===== src/rtl/conv2d_layer_read_scheduler.sv =====
// Frame sequencer for a multi-channel conv2D stage: lock-stepped FIFO reads, output pixel tracking.
// Optional macro CONV_SEQ_PERF_EN adds the stall_cycles performance counter.
module conv2d_layer_read_scheduler #(
    parameter int NUM_CH = 8,
    parameter int WIDTH  = 112,
    parameter int HEIGHT = 112
) (
    input  logic                        clk,
    input  logic                        rst,
    input  logic                        start,
    input  logic [NUM_CH-1:0]           fifo_empty,
    input  logic                        ds_ready,
    input  logic                        fm_valid,
    output logic                        rdreq,
    output logic                        conv_valid,
    output logic                        busy,
    output logic                        frame_done,
    output logic [$clog2(HEIGHT)-1:0]   out_row,
    output logic [$clog2(WIDTH)-1:0]    out_col,
`ifdef CONV_SEQ_PERF_EN
    output logic [31:0]                 stall_cycles,
`endif
    output logic                        err_overrun
);

    localparam int ICW = $clog2(WIDTH + 2);
    localparam int IRW = $clog2(HEIGHT + 2);
    localparam int OCW = $clog2(WIDTH);
    localparam int ORW = $clog2(HEIGHT);

    localparam logic [ICW-1:0] IN_COL_LAST  = ICW'(WIDTH + 1);
    localparam logic [IRW-1:0] IN_ROW_LAST  = IRW'(HEIGHT + 1);
    localparam logic [OCW-1:0] OUT_COL_LAST = OCW'(WIDTH - 1);
    localparam logic [ORW-1:0] OUT_ROW_LAST = ORW'(HEIGHT - 1);

    typedef enum logic [1:0] {
        ST_IDLE  = 2'd0,
        ST_FILL  = 2'd1,
        ST_DRAIN = 2'd2,
        ST_DONE  = 2'd3
    } state_t;

    state_t           state_r;
    logic [ICW-1:0]   in_col_r;
    logic [IRW-1:0]   in_row_r;
    logic [OCW-1:0]   out_col_r;
    logic [ORW-1:0]   out_row_r;
    logic             out_done_r;
    logic             busy_r;
    logic             frame_done_r;
    logic             err_overrun_r;

    logic             rdreq_s;
    logic             last_read_s;
    logic             out_count_en_s;
    logic             overrun_s;

    // Read gating and output-pixel acceptance decode.
    always_comb begin
        rdreq_s        = 1'b0;
        last_read_s    = 1'b0;
        out_count_en_s = 1'b0;
        overrun_s      = 1'b0;
        if (state_r == ST_FILL) begin
            rdreq_s = ~|fifo_empty & ds_ready;
        end else begin
            rdreq_s = 1'b0;
        end
        last_read_s = rdreq_s && (in_col_r == IN_COL_LAST) && (in_row_r == IN_ROW_LAST);
        if ((state_r == ST_FILL || state_r == ST_DRAIN) && !out_done_r) begin
            out_count_en_s = fm_valid;
        end else begin
            overrun_s = fm_valid;
        end
    end

    assign rdreq       = rdreq_s;
    assign conv_valid  = rdreq_s;
    assign busy        = busy_r;
    assign frame_done  = frame_done_r;
    assign out_row     = out_row_r;
    assign out_col     = out_col_r;
    assign err_overrun = err_overrun_r;

    // Frame FSM with input/output position counters and registered status outputs.
    always_ff @(posedge clk) begin
        if (rst) begin
            state_r       <= ST_IDLE;
            in_col_r      <= '0;
            in_row_r      <= '0;
            out_col_r     <= '0;
            out_row_r     <= '0;
            out_done_r    <= 1'b0;
            busy_r        <= 1'b0;
            frame_done_r  <= 1'b0;
            err_overrun_r <= 1'b0;
        end else begin
            frame_done_r <= 1'b0;
            if (overrun_s) begin
                err_overrun_r <= 1'b1;
            end

            // The last pixel wraps both counters back to the origin.
            if (out_count_en_s) begin
                if (out_col_r == OUT_COL_LAST) begin
                    out_col_r <= '0;
                    if (out_row_r == OUT_ROW_LAST) begin
                        out_row_r  <= '0;
                        out_done_r <= 1'b1;
                    end else begin
                        out_row_r <= out_row_r + 1'b1;
                    end
                end else begin
                    out_col_r <= out_col_r + 1'b1;
                end
            end

            case (state_r)
                ST_IDLE: begin
                    if (start) begin
                        state_r       <= ST_FILL;
                        busy_r        <= 1'b1;
                        in_col_r      <= '0;
                        in_row_r      <= '0;
                        out_col_r     <= '0;
                        out_row_r     <= '0;
                        out_done_r    <= 1'b0;
                        err_overrun_r <= 1'b0;
                    end
                end
                ST_FILL: begin
                    if (rdreq_s) begin
                        if (in_col_r == IN_COL_LAST) begin
                            in_col_r <= '0;
                            in_row_r <= in_row_r + 1'b1;
                        end else begin
                            in_col_r <= in_col_r + 1'b1;
                        end
                    end
                    if (last_read_s) begin
                        state_r <= ST_DRAIN;
                    end
                end
                ST_DRAIN: begin
                    if (out_done_r) begin
                        state_r      <= ST_DONE;
                        frame_done_r <= 1'b1;
                    end
                end
                ST_DONE: begin
                    state_r <= ST_IDLE;
                    busy_r  <= 1'b0;
                end
                default: begin
                    state_r <= ST_IDLE;
                    busy_r  <= 1'b0;
                end
            endcase
        end
    end

`ifdef CONV_SEQ_PERF_EN
    logic [31:0] stall_cycles_r;

    // Saturating count of FILL cycles where the read was held off.
    always_ff @(posedge clk) begin
        if (rst) begin
            stall_cycles_r <= 32'd0;
        end else if (state_r == ST_IDLE && start) begin
            stall_cycles_r <= 32'd0;
        end else if (state_r == ST_FILL && !rdreq_s && stall_cycles_r != 32'hFFFF_FFFF) begin
            stall_cycles_r <= stall_cycles_r + 32'd1;
        end else begin
            stall_cycles_r <= stall_cycles_r;
        end
    end

    assign stall_cycles = stall_cycles_r;
`endif

endmodule


===== config.mk =====
export PLATFORM = sky130hd
export DESIGN_NAME = conv2d_layer_read_scheduler
export DESIGN_NICKNAME = d
export VERILOG_FILES = /design/src/rtl/conv2d_layer_read_scheduler.sv
export SDC_FILE = /design/constraint.sdc
export NUM_CORES = 1
export LEC_CHECK = 0
export ABC_AREA = 1
export CELL_PAD_IN_SITES_DETAIL_PLACEMENT = 0
export CELL_PAD_IN_SITES_GLOBAL_PLACEMENT = 1
export CORE_UTILIZATION = 41
export CTS_BUF_LIST = sky130_fd_sc_hd__clkbuf_16
export CTS_CLUSTER_SIZE = 25
export DETAILED_ROUTE_END_ITERATION = 10
export HOLD_SLACK_MARGIN = 0.15
export PLACE_DENSITY = 0.94
export SETUP_SLACK_MARGIN = 0.15
export SKIP_LAST_GASP = 1
export SLEW_MARGIN = 10
export SYNTH_ARGS = -nofsm -noshare
export SYNTH_HDL_FRONTEND = slang
export SYNTH_SLANG_ARGS = --single-unit

===== constraint.sdc =====
create_clock -name clk -period 5.1 [get_ports clk]
set_input_delay 1.275 -clock clk [delete_from_list [all_inputs] [get_ports clk]]
set_output_delay 1.275 -clock clk [all_outputs]
set_load 0.05 [all_outputs]

# Word level (Yosys, flattened, before mapping)
# Index checks and enable logic that the tools add are counted.
# W data, S select, Z words.
# word_totals
ff_bits,34
elab_cells,76
# classes
n_addsub,4
n_eq_ne,12
muxes,34
bitwise,2
n_reduce_logical,15
# op_table
cell,count
$mux W7,14
$add A7 B1 Y7 const B,4
$eq A7 B7 Y1 const B,4
$pmux W7 S2,2
$mux W1,13
$ne A2 B2 Y1 const B,4
$pmux W2 S4,1
$reduce_or A8 Y1,1
$mux W2,3
$reduce_and A3 Y1,2
$eq A2 B2 Y1 const B,2
$reduce_and A4 Y1,1
$reduce_bool A2 Y1,2
$logic_and A1 B1 Y1,3
$eq A2 B1 Y1 const B,1
$logic_not A1 Y1,2
$logic_not A2 Y1,1
$ne A2 B1 Y1 const B,1
$pmux W1 S2,1
$reduce_and A2 Y1,1
$reduce_or A2 Y1,1
$and A1 B1 Y1,1
$logic_or A1 B1 Y1,1
$not A1 Y1,1

# Depth between registers and ports, before layout
# Gate-level depths: netlist of run 1.
# depth
depth_word,8
ltp_mapped,10
mapped_depth_nobuf,10

# Worst setup path after synthesis of run 1
# Ideal clock, no wire load.
# synth_timing
path_kind,in2out
from,in fifo_empty[3]
to,out rdreq
arrival_ns,3.010
setup_slack_ns,0.815
cell_stages,4
path_cell_list,nor2_1 nand3_1 nor3_1 buf_4
# synth_via
elab_chain_cells,4
# synth_rtl
item,line,text
from (decl),11,"input logic [NUM_CH-1:0] fifo_empty,"
$reduce_or A8 Y1,65,rdreq_s = ~|fifo_empty & ds_ready;
$logic_not A1 Y1,65,
$and A1 B1 Y1,65,
$mux W1,64,if (state_r == ST_FILL) begin
to (decl),14,"output logic rdreq,"
# No other way between the ends.

# Worst setup path in the final report of run 1
# layout_timing
from,in fifo_empty[1]
to,out conv_valid
# layout_via
elab_chain_cells,4
# layout_rtl
item,line,text
$reduce_or A8 Y1,65,
$logic_not A1 Y1,65,
$and A1 B1 Y1,65,
$mux W1,64,
to (decl),15,"output logic conv_valid,"
# No other way between the ends.

==> summary.txt, run 1 <==
Final critical delay including setup and external delays -> 4.44 ns
Layout cells sized above 1 -> 7.86%
Power Total -> 990 uW
Layout Nets -> 340
Cell repeated most along the worst path -> sky130_fd_sc_hd__clkdlybuf4s50_1
Post-Route WL -> 4360 um
Worst min-delay path category -> reg2reg
Hold Fails Final Rpt -> 0
Number of antenna violations at the first check in global routing -> 0
Crit path from -> fifo_empty[1]
Worst min-delay path startpoint -> out_col[6]
Number of cells on the worst reg-to-reg path -> 8
Count of max-cap constraint violations -> 0
# port buffers -> 31
CTS tree -> built
Result of the run -> finished clean
Count of antenna-violating nets left after detailed routing -> 0
End of the worst hold path -> out_col[6]
Root cell of the clock tree -> sky130_fd_sc_hd__clkbuf_16
Setup repair after global routing missed its margin -> no
Crit-path max cell delay -> 0.88 ns
Post-CTS repair timing setup buffer count -> 0
Clock latency of the later-clocked register in the worst-skew pair -> 0.28 ns
Rel. slew slack -> 64.4%
Register area -> 681 um2
WL/cell -> 11.8 um
Height of the die -> 71.5 um
Reg2Reg Setup Slack -> 3.22 ns
Startpoint Class -> primary input
Via count of the first global-routing pass -> 1,688
Pin count of the biggest net entering global routing -> 14
Setup TNS -> 0 ns
Leftover overflow at the end of global routing -> 0
Critical Path RT -> 3.83 ns
Final setup violation count -> 0
Area of the core -> 4500 um2
CP Capture Type -> output pin
Signed area change from the synthesized netlist to the final layout -> 25.3%
Post-route cell area -> 2480 um2
Mean post-synth cell area -> 6.97 um2
Fillers -> 447
Critical register-to-register path startpoint -> state_r[1]
Number of buffers between clock root and the deepest sink -> 2
Crit path kind -> in2out
Starting density of the core -> 43.9%
Cts hold-fix bufs -> 0
Largest voltage drop on the vdd net -> 0.218 mV
Pins Over Slew Limit -> 0
Largest cells by area after synthesis -> sky130_fd_sc_hd__dfxtp_1, sky130_fd_sc_hd__nand2_1, sky130_fd_sc_hd__nor2_1
Placed cell areas -> 2320 um2
Pleak -> 0.934 nW
Sum of net half-perimeters after detailed placement -> 3250 um
Sequential cell area fraction in the yosys report -> 34.4%
Post-synthesis cell type count -> 31
Most common library cell in the layout ignoring fill and taps -> sky130_fd_sc_hd__nand2_1
Arrival time at the worst endpoint -> 3.17 ns
Clock-pin slew on the worst setup and hold paths -> 0.05 ns
Max FO, Critical Path -> 3
Portion of the clock cycle consumed by the worst path in the final layout -> 87.1%
Detailed Routing Iterations Pass 1 -> 6
Violation count after the first detailed-route iteration -> 92
Most area-hungry cell type in the Yosys netlist -> sky130_fd_sc_hd__dfxtp_1
Post-CTS sizing -> 0
Clock net sink count -> 34
Flip-flop and latch count after synthesis -> 34
Number of standard-cell rows in the floorplan -> 24
Ordered cell list for the critical path -> clkdlybuf4s50_1 > nor2_1 > nand3_1 > nor3_1 > clkdlybuf4s50_1
Post-Route Hold Slack -> 0.487 ns
Final weighted congestion in routability-driven placement -> 0.807
Worst slack at placement -> 0.638 ns
Area of the die -> 5110 um2
Top achievable clock speed -> 225 MHz
Number of levels the H-tree was split into -> 2
Depth of the worst hold-timing path -> 2
Total DRC errors in the routed layout -> 0
Count of mapped cells out of synthesis -> 284
Transition time of the tightest slew-check pin -> 0.533 ns
Overall track demand over capacity in global routing -> 19.4%
Cell at the slowest stage of the critical path -> sky130_fd_sc_hd__clkdlybuf4s50_1
Num CTS Buffers -> 5
I/O pin count -> 32
Inserted Diodes -> 0
Overall die width -> 71.5 um
Wire length of the first global-routing pass -> 7650 um
Final WS setup -> 0.659 ns
Commonest non-fill, non-tap cells in the layout -> sky130_fd_sc_hd__nand2_1, sky130_fd_sc_hd__nor2_1, sky130_fd_sc_hd__dfxtp_1
Total vias in the final route -> 1,858
R2R Path End -> in_col_r[5]
Nets in the synthesized netlist -> 307
Post-synth design cell area -> 1980 um2
Via-per-instance ratio -> 5.02
Worst clock skew on the final layout -> 0.00368 ns
Syn. warnings -> 0
Pwr/cell area -> 399 nW/um2
Multi-input combinational cell area -> 1120 um2
Portion of synthesized cell area occupied by the leading cell type -> 34.4%
layout make-up:
type | instances | area share (%)
inverters | 36 | 5.45
well taps | 52 | 2.62
multi-input cells | 209 | 45.3
clock inverters | 3 | 1.61
flip-flops and latches | 34 | 27.4
repair buffers | 31 | 12.5
clock buffers | 5 | 5.04
logic make-up (layout without fill, tap and decap cells):
group	after synthesis	after routing	synth area share, %
and+or+nand+nor	155	155	36.3
adders and majority gates	10	10	6.32
xor gates and xnor gates	9	9	3.98
buffers and inverters	41	75	8.79
AOI/OAI and AO/OA	35	35	10.2
DFF	34	34	34.4
synth_stat cells:
master and instances:
sky130_fd_sc_hd__buf_4 1, sky130_fd_sc_hd__a211oi_1 2, sky130_fd_sc_hd__nand3_1 21, sky130_fd_sc_hd__o21ai_0 9, sky130_fd_sc_hd__nor3_1 6, sky130_fd_sc_hd__nand3b_1 1, sky130_fd_sc_hd__buf_6 2, sky130_fd_sc_hd__nor2_2 3
sky130_fd_sc_hd__o21bai_1 1, sky130_fd_sc_hd__a21oi_1 16, sky130_fd_sc_hd__a31oi_1 1, sky130_fd_sc_hd__xor2_1 6, sky130_fd_sc_hd__nand3_2 1, sky130_fd_sc_hd__xnor2_1 3, sky130_fd_sc_hd__dfxtp_1 34, sky130_fd_sc_hd__buf_2 1
sky130_fd_sc_hd__inv_1 33, sky130_fd_sc_hd__o21ai_2 1, sky130_fd_sc_hd__a21oi_2 1, sky130_fd_sc_hd__ha_1 10, sky130_fd_sc_hd__nand3_4 2, sky130_fd_sc_hd__nor2_1 50, sky130_fd_sc_hd__o21ai_4 1, sky130_fd_sc_hd__nand2_2 1
sky130_fd_sc_hd__nand2_4 2, sky130_fd_sc_hd__inv_2 3, sky130_fd_sc_hd__nor2_4 2, sky130_fd_sc_hd__nand2_1 56, sky130_fd_sc_hd__nand4_1 10, sky130_fd_sc_hd__clkbuf_1 1, sky130_fd_sc_hd__o21ai_1 3
report_power, final:
group | switching, mW | internal, mW
clock network | 0.111 | 0.228
logic | 0.228 | 0.108
registers | 0.0248 | 0.289
total | 0.364 | 0.626
critical path, delay by kind of cell:
family        cells  cell delay (ns)
buf+inv           2             1.28
simple gates      3             0.61
worst max path at each step:
stage / endpoint / cells past startpoint
after global routing: conv_valid / 5
final: conv_valid / 5
after global placement: rdreq / 5
after floorplan: rdreq / 4
after CTS: conv_valid / 5
after detailed placement: conv_valid / 5
per-stage QoR:
stage | util (%) | cells
after floorplan | - | 284
after global placement | 51.4 | 362
after detailed placement | 51.4 | 362
after CTS | 55.1 | 370
after global routing | 55.1 | 370
final | 55.1 | 370
per-layer routing:
layer	track usage [%]	share of wire, %	vias to the layer above
met1	27.4	50	826
met5	0	0	-
met4	7.41	1.3	0
met3	5.06	5.4	5
met2	28.4	43	44
li1	-	-	983
state kept, by name, summed over array words and instances, names as in the netlist:
signal	count
busy	1
in_col_r	7
err_overrun	1
in_row_r	7
state_r	2
out_row	7
out_done_r	1
out_col	7
frame_done	1
No activity file was read; power rests on OpenSTA's default activity.
==> inputs of run 2 (changes only) <==
--- a/config.mk
+++ b/config.mk
@@ -13,7 +13,7 @@
 export CTS_CLUSTER_SIZE = 25
 export DETAILED_ROUTE_END_ITERATION = 10
 export HOLD_SLACK_MARGIN = 0.15
-export PLACE_DENSITY = 0.94
+export PLACE_DENSITY_LB_ADDON = 0.1
 export SETUP_SLACK_MARGIN = 0.15
 export SKIP_LAST_GASP = 1
 export SLEW_MARGIN = 10
==> run 2 against run 1 <==
- total power down 5.3%
- utilization down 0.61 points
- first-iteration DRC count increased by 9.8%
- wire length down 1.3%
- critical path depth did not move
- via count down 2.3%
- combinational power about the same
- final area is 1.1% lower
- final cell count unchanged
==> summary.txt, run 2 (synthesized netlist as in run 1, its figures left out) <==
Overall track demand over capacity in global routing -> 18.9%
Number of antenna violations at the first check in global routing -> 0
Layout cells sized above 1 -> 7.23%
Overall die width -> 71.5 um
Int Power -> 573 uW
Area of the core -> 4500 um2
Crit path from -> fifo_empty[5]
Register area -> 681 um2
Root cell of the clock tree -> sky130_fd_sc_hd__clkbuf_16
Post-Route WL -> 4300 um
Portion of the clock cycle consumed by the worst path in the final layout -> 84.3%
Violation count after the first detailed-route iteration -> 101
Total DRC errors in the routed layout -> 0
Rel. slew slack -> 60.5%
Commonest non-fill, non-tap cells in the layout -> sky130_fd_sc_hd__nand2_1, sky130_fd_sc_hd__nor2_1, sky130_fd_sc_hd__inv_1, sky130_fd_sc_hd__dfxtp_1, sky130_fd_sc_hd__clkdlybuf4s50_1
Top achievable clock speed -> 233 MHz
Fillers -> 458
Worst min-delay path category -> reg2reg
Critical register-to-register path startpoint -> state_r[1]
Clock latency of the later-clocked register in the worst-skew pair -> 0.28 ns
Via count of the first global-routing pass -> 1,638
CP Capture Type -> output pin
Arrival time at the worst endpoint -> 3.02 ns
Sw Share -> 38.8%
Final weighted congestion in routability-driven placement -> 0.748
Cts hold-fix bufs -> 0
Area of the die -> 5110 um2
Part of the power in combinational logic -> 36.1%
Worst clock skew on the final layout -> 0.00794 ns
Utilization after layout -> 54.5%
Final WS setup -> 0.803 ns
Detailed Routing Iterations Pass 1 -> 4
Setup repair after global routing missed its margin -> no
Part of the power in the clock network -> 30.4%
Pin count of the biggest net entering global routing -> 14
Final critical delay including setup and external delays -> 4.30 ns
Number of levels the H-tree was split into -> 2
Count of max-cap constraint violations -> 0
Number of standard-cell rows in the floorplan -> 24
I/O pin count -> 32
Layout Nets -> 340
Leftover overflow at the end of global routing -> 0
Pleak -> 0.923 nW
Num CTS Buffers -> 5
Multi-input combinational cell area -> 1120 um2
Fraction of power consumed by sequential logic -> 33.6%
Post-CTS sizing -> 0
CTS tree -> built
WL/cell -> 11.6 um
Net switching power figure -> 364 uW
Clock net sink count -> 34
Total vias in the final route -> 1,816
Startpoint Class -> primary input
Wire length of the first global-routing pass -> 7620 um
Transition time of the tightest slew-check pin -> 0.591 ns
Crit path capture -> conv_valid
Largest voltage drop on the vdd net -> 0.243 mV
R2R Path End -> in_col_r[5]
Setup TNS -> 0 ns
Final setup violation count -> 0
Power Total -> 937 uW
Clock-pin slew on the worst setup and hold paths -> 0.05 ns
Sum of net half-perimeters after detailed placement -> 3200 um
Hold Fails Final Rpt -> 0
Via-per-instance ratio -> 4.91
Max FO, Critical Path -> 3
Critical Path RT -> 3.83 ns
Height of the die -> 71.5 um
Most common library cell in the layout ignoring fill and taps -> sky130_fd_sc_hd__nand2_1
Signed area change from the synthesized netlist to the final layout -> 24.0%
Number of buffers between clock root and the deepest sink -> 2
# port buffers -> 31
Inserted Diodes -> 0
Starting density of the core -> 43.9%
Post-CTS repair timing setup buffer count -> 0
Pwr/cell area -> 382 nW/um2
Number of cells on the worst reg-to-reg path -> 8
Count of antenna-violating nets left after detailed routing -> 0
Reg2Reg Setup Slack -> 3.21 ns
Crit path kind -> in2out
Pins Over Slew Limit -> 0
Result of the run -> finished clean
Worst slack at placement -> 0.776 ns
[run 2: changes by cell type in the layout (fill, tap and decap cells not counted), sizes merged]
cell and change:
bufinv -1, inv +1
[run 2: worst min path at each step]
stage | from | end | cells past startpoint
2_1_floorplan | in_row_r[5] | in_row_r[5] | 2
3_3_place_gp | err_overrun | err_overrun | 2
3_5_place_dp | err_overrun | err_overrun | 2
4_1_cts | out_col[6] | out_col[6] | 2
5_1_grt | err_overrun | err_overrun | 2
6_report | err_overrun | err_overrun | 2
[run 2: per-stage QoR]
stage,cell area [um2],hold slack (ns),instances
finish,2450,0.467,370
global placement,2320,0.462,362
floorplan,1980,0.472,284
detailed placement,2320,0.466,362
CTS,2450,0.476,370
global route,2450,0.498,370
[run 2: worst max-delay path, cell delays in order]
cell and delay [ns]:
sky130_fd_sc_hd__clkdlybuf4s50_1 0.40, sky130_fd_sc_hd__nor2_1 0.10, sky130_fd_sc_hd__nand3_1 0.16, sky130_fd_sc_hd__nor3_1 0.23, sky130_fd_sc_hd__clkdlybuf4s50_1 0.86
[run 2: metal layers]
metal  track usage, %  vias to the layer above  share of wire [%]
li1                 -                      979                  -
met1             26.9                      806                 52
met2             28.1                       23                 42
met3             5.06                        8                3.9
met4             5.88                        0                1.3
met5                0                        -                  0
[run 2: power groups by stage]
stage | Sequential (mW) | Clock, mW | Combinational (mW)
2_1_floorplan | 0.347 | 0 | 0.238
3_3_place_gp | 0.320 | 0 | 0.342
3_5_place_dp | 0.321 | 0 | 0.340
4_1_cts | 0.315 | 0.294 | 0.344
5_1_grt | 0.319 | 0.303 | 0.378
6_report | 0.315 | 0.285 | 0.338
[run 2: layout make-up]
cell class / count / area share, %
Multi-Input combinational cell: 209 / 45.8
Tap cell: 52 / 2.65
Inverter: 36 / 5.51
Clock buffer: 5 / 5.10
Sequential cell: 34 / 27.7
Timing Repair Buffer: 31 / 12.6
Clock inverter: 3 / 0.510
==> inputs of run 3 (changes only) <==
--- a/config.mk
+++ b/config.mk
@@ -8,7 +8,7 @@
 export ABC_AREA = 1
 export CELL_PAD_IN_SITES_DETAIL_PLACEMENT = 0
 export CELL_PAD_IN_SITES_GLOBAL_PLACEMENT = 1
-export CORE_UTILIZATION = 41
+export CORE_UTILIZATION = 38
 export CTS_BUF_LIST = sky130_fd_sc_hd__clkbuf_16
 export CTS_CLUSTER_SIZE = 25
 export DETAILED_ROUTE_END_ITERATION = 10
==> constraint.sdc (replaced) <==
create_clock -name clk -period 4.5 [get_ports clk]
set_input_delay 1.125 -clock clk [delete_from_list [all_inputs] [get_ports clk]]
set_output_delay 1.125 -clock clk [all_outputs]
set_load 0.05 [all_outputs]
==> run 3 against run 2 <==
- count of clock-buffer cells in the layout is the same
- via count grew 1.7%
- wire length grew 3.2%
- critical endpoint unchanged
==> summary.txt, run 3 (synthesized netlist as in run 1, its figures left out) <==
Result of the run -> finished clean
Sw Share -> 39.2%
Violation count after the first detailed-route iteration -> 75
Part of the power in the clock network -> 30.9%
Commonest non-fill, non-tap cells in the layout -> sky130_fd_sc_hd__nand2_1, sky130_fd_sc_hd__nor2_1, sky130_fd_sc_hd__dfxtp_1
Number of buffers between clock root and the deepest sink -> 2
Critical path's top delay family -> buffers and inverters
Layout Nets -> 340
Total vias in the final route -> 1,847
CTS tree -> built
Global-route track usage on met1 -> 24.3%
Root cell of the clock tree -> sky130_fd_sc_hd__clkbuf_16
Inserted Diodes -> 0
Setup TNS -> 0 ns
Final setup violation count -> 0
Leftover overflow at the end of global routing -> 0
Met2 global-route usage -> 25.7%
Met3 track demand over resource in global routing -> 5.01%
Total DRC errors in the routed layout -> 0
WL/cell -> 11.5 um
Int Power -> 652 uW
Number of antenna violations at the first check in global routing -> 0
Signed area change from the synthesized netlist to the final layout -> 25.1%
Post-Route WL -> 4440 um
Area of the core -> 4880 um2
Count of antenna-violating nets left after detailed routing -> 0
Most congested layer reported by global routing -> met2
Placed cell areas -> 2330 um2
Net switching power figure -> 421 uW
Cts hold-fix bufs -> 0
Final critical delay including setup and external delays -> 3.99 ns
Number of cells in the design after placement -> 377
Reg2Reg Setup Slack -> 2.55 ns
Ordered cell list for the critical path -> clkdlybuf4s50_1 > nor2_1 > nand3_1 > nor3_1 > clkdlybuf4s50_1
Pleak -> 0.918 nW
Utilization after layout -> 50.7%
Pins Over Slew Limit -> 0
Startpoint Class -> primary input
Worst min-delay path category -> reg2reg
# port buffers -> 31
Arrival time at the worst endpoint -> 2.86 ns
Area of the die -> 5500 um2
Number of standard-cell rows in the floorplan -> 25
CP Capture Type -> output pin
Post-CTS sizing -> 0
Starting density of the core -> 40.6%
Most common library cell in the layout ignoring fill and taps -> sky130_fd_sc_hd__nand2_1
Largest voltage drop on the vdd net -> 0.215 mV
Overall die width -> 74.2 um
Clock latency of the later-clocked register in the worst-skew pair -> 0.28 ns
Portion of the clock cycle consumed by the worst path in the final layout -> 88.7%
Crit path capture -> conv_valid
Overall track demand over capacity in global routing -> 17.7%
Height of the die -> 74.2 um
Num CTS Buffers -> 5
Clock-pin slew on the worst setup and hold paths -> 0.06 ns
Rel. slew slack -> 59.7%
Wire length of the first global-routing pass -> 7210 um
Post-CTS repair timing setup buffer count -> 0
Pin count of the biggest net entering global routing -> 14
Via count of the first global-routing pass -> 1,545
Detailed Routing Iterations Pass 1 -> 4
Post-route cell area -> 2480 um2
Cell at the slowest stage of the critical path -> sky130_fd_sc_hd__clkdlybuf4s50_1
Top achievable clock speed -> 251 MHz
Part of the power in combinational logic -> 35.7%
Crit-path max cell delay -> 0.84 ns
Crit path from -> fifo_empty[3]
I/O pin count -> 32
Setup repair after global routing missed its margin -> no
Crit path kind -> in2out
Critical Path RT -> 3.38 ns
Power Total -> 1.07 mW
Hold Fails Final Rpt -> 0
Fraction of power consumed by sequential logic -> 33.4%
R2R Path End -> in_row_r[6]
Number of gates on the worst path with buffers counted -> 5
Cell repeated most along the worst path -> sky130_fd_sc_hd__clkdlybuf4s50_1
Layout cells sized above 1 -> 7.55%
Max FO, Critical Path -> 3
Via-per-instance ratio -> 4.80
Sum of net half-perimeters after detailed placement -> 3270 um
Critical register-to-register path startpoint -> state_r[1]
Count of max-cap constraint violations -> 0
Number of buffers and inverters on the critical path -> 2
Clock net sink count -> 34
Transition time of the tightest slew-check pin -> 0.602 ns
Final instance count without filler cells -> 385
Final weighted congestion in routability-driven placement -> 0.780
Worst clock skew on the final layout -> 0.00360 ns
Pwr/cell area -> 433 nW/um2
Number of levels the H-tree was split into -> 2
Number of cells on the worst reg-to-reg path -> 7
[run 3: changes by cell type in the layout (fill, tap and decap cells not counted), sizes merged]
cell and change:
clkinvlp +1, inv -1
[run 3: power by group through the flow]
stage | Combinational (mW) | Sequential [mW] | Clock, mW
2_1_floorplan | 0.270 | 0.393 | 0
3_3_place_gp | 0.391 | 0.364 | 0
3_5_place_dp | 0.386 | 0.365 | 0
4_1_cts | 0.388 | 0.358 | 0.339
5_1_grt | 0.430 | 0.363 | 0.355
6_report | 0.383 | 0.358 | 0.332
[run 3: how the worst min path moves through the flow]
| stage | startpoint | endpoint | slack, ns | depth (start not counted) |
|---|---|---|---|---|
| global route | out_col[6] | out_col[6] | 0.51 | 2 |
| finish | out_col[6] | out_col[6] | 0.48 | 2 |
| CTS | err_overrun | err_overrun | 0.48 | 2 |
| detailed placement | err_overrun | err_overrun | 0.47 | 2 |
| global placement | err_overrun | err_overrun | 0.46 | 2 |
| floorplan | in_row_r[5] | in_row_r[5] | 0.47 | 2 |
[run 3: per-layer routing]
metal	vias to the layer above	part of all wire, %	wire length (um)
met5	-	0	0
met4	0	1.7	76
met3	6	5.7	252
met2	41	42	1840
met1	815	51	2270
li1	985	-	-
[run 3: through the flow]
step | setup slack [ns] | hold WS (ns)
floorplan | 0.515 | 0.472
global placement | 0.517 | 0.458
detailed placement | 0.503 | 0.466
CTS | 0.495 | 0.482
global route | 0.408 | 0.514
finish | 0.510 | 0.480
[run 3: layout make-up]
class	count	area, um2
Fill cell	512	2400
Multi-Input combinational cell	209	1120
Sequential cell	34	681
Timing Repair Buffer	31	310
Inverter	36	135
Clock buffer	5	125
Tap cell	67	83.8
Clock inverter	3	16.3
[run 3: worst register-to-register path: cells and delay by family, from the launching register on]
family,cells,cell delay (ns)
AO/OA/AOI/OAI,1,0.18
adder cells (fa/ha/maj),1,0.34
buffers and inverters,2,0.33
AND/OR/NAND/NOR,3,0.65
flip-flops,1,0.36
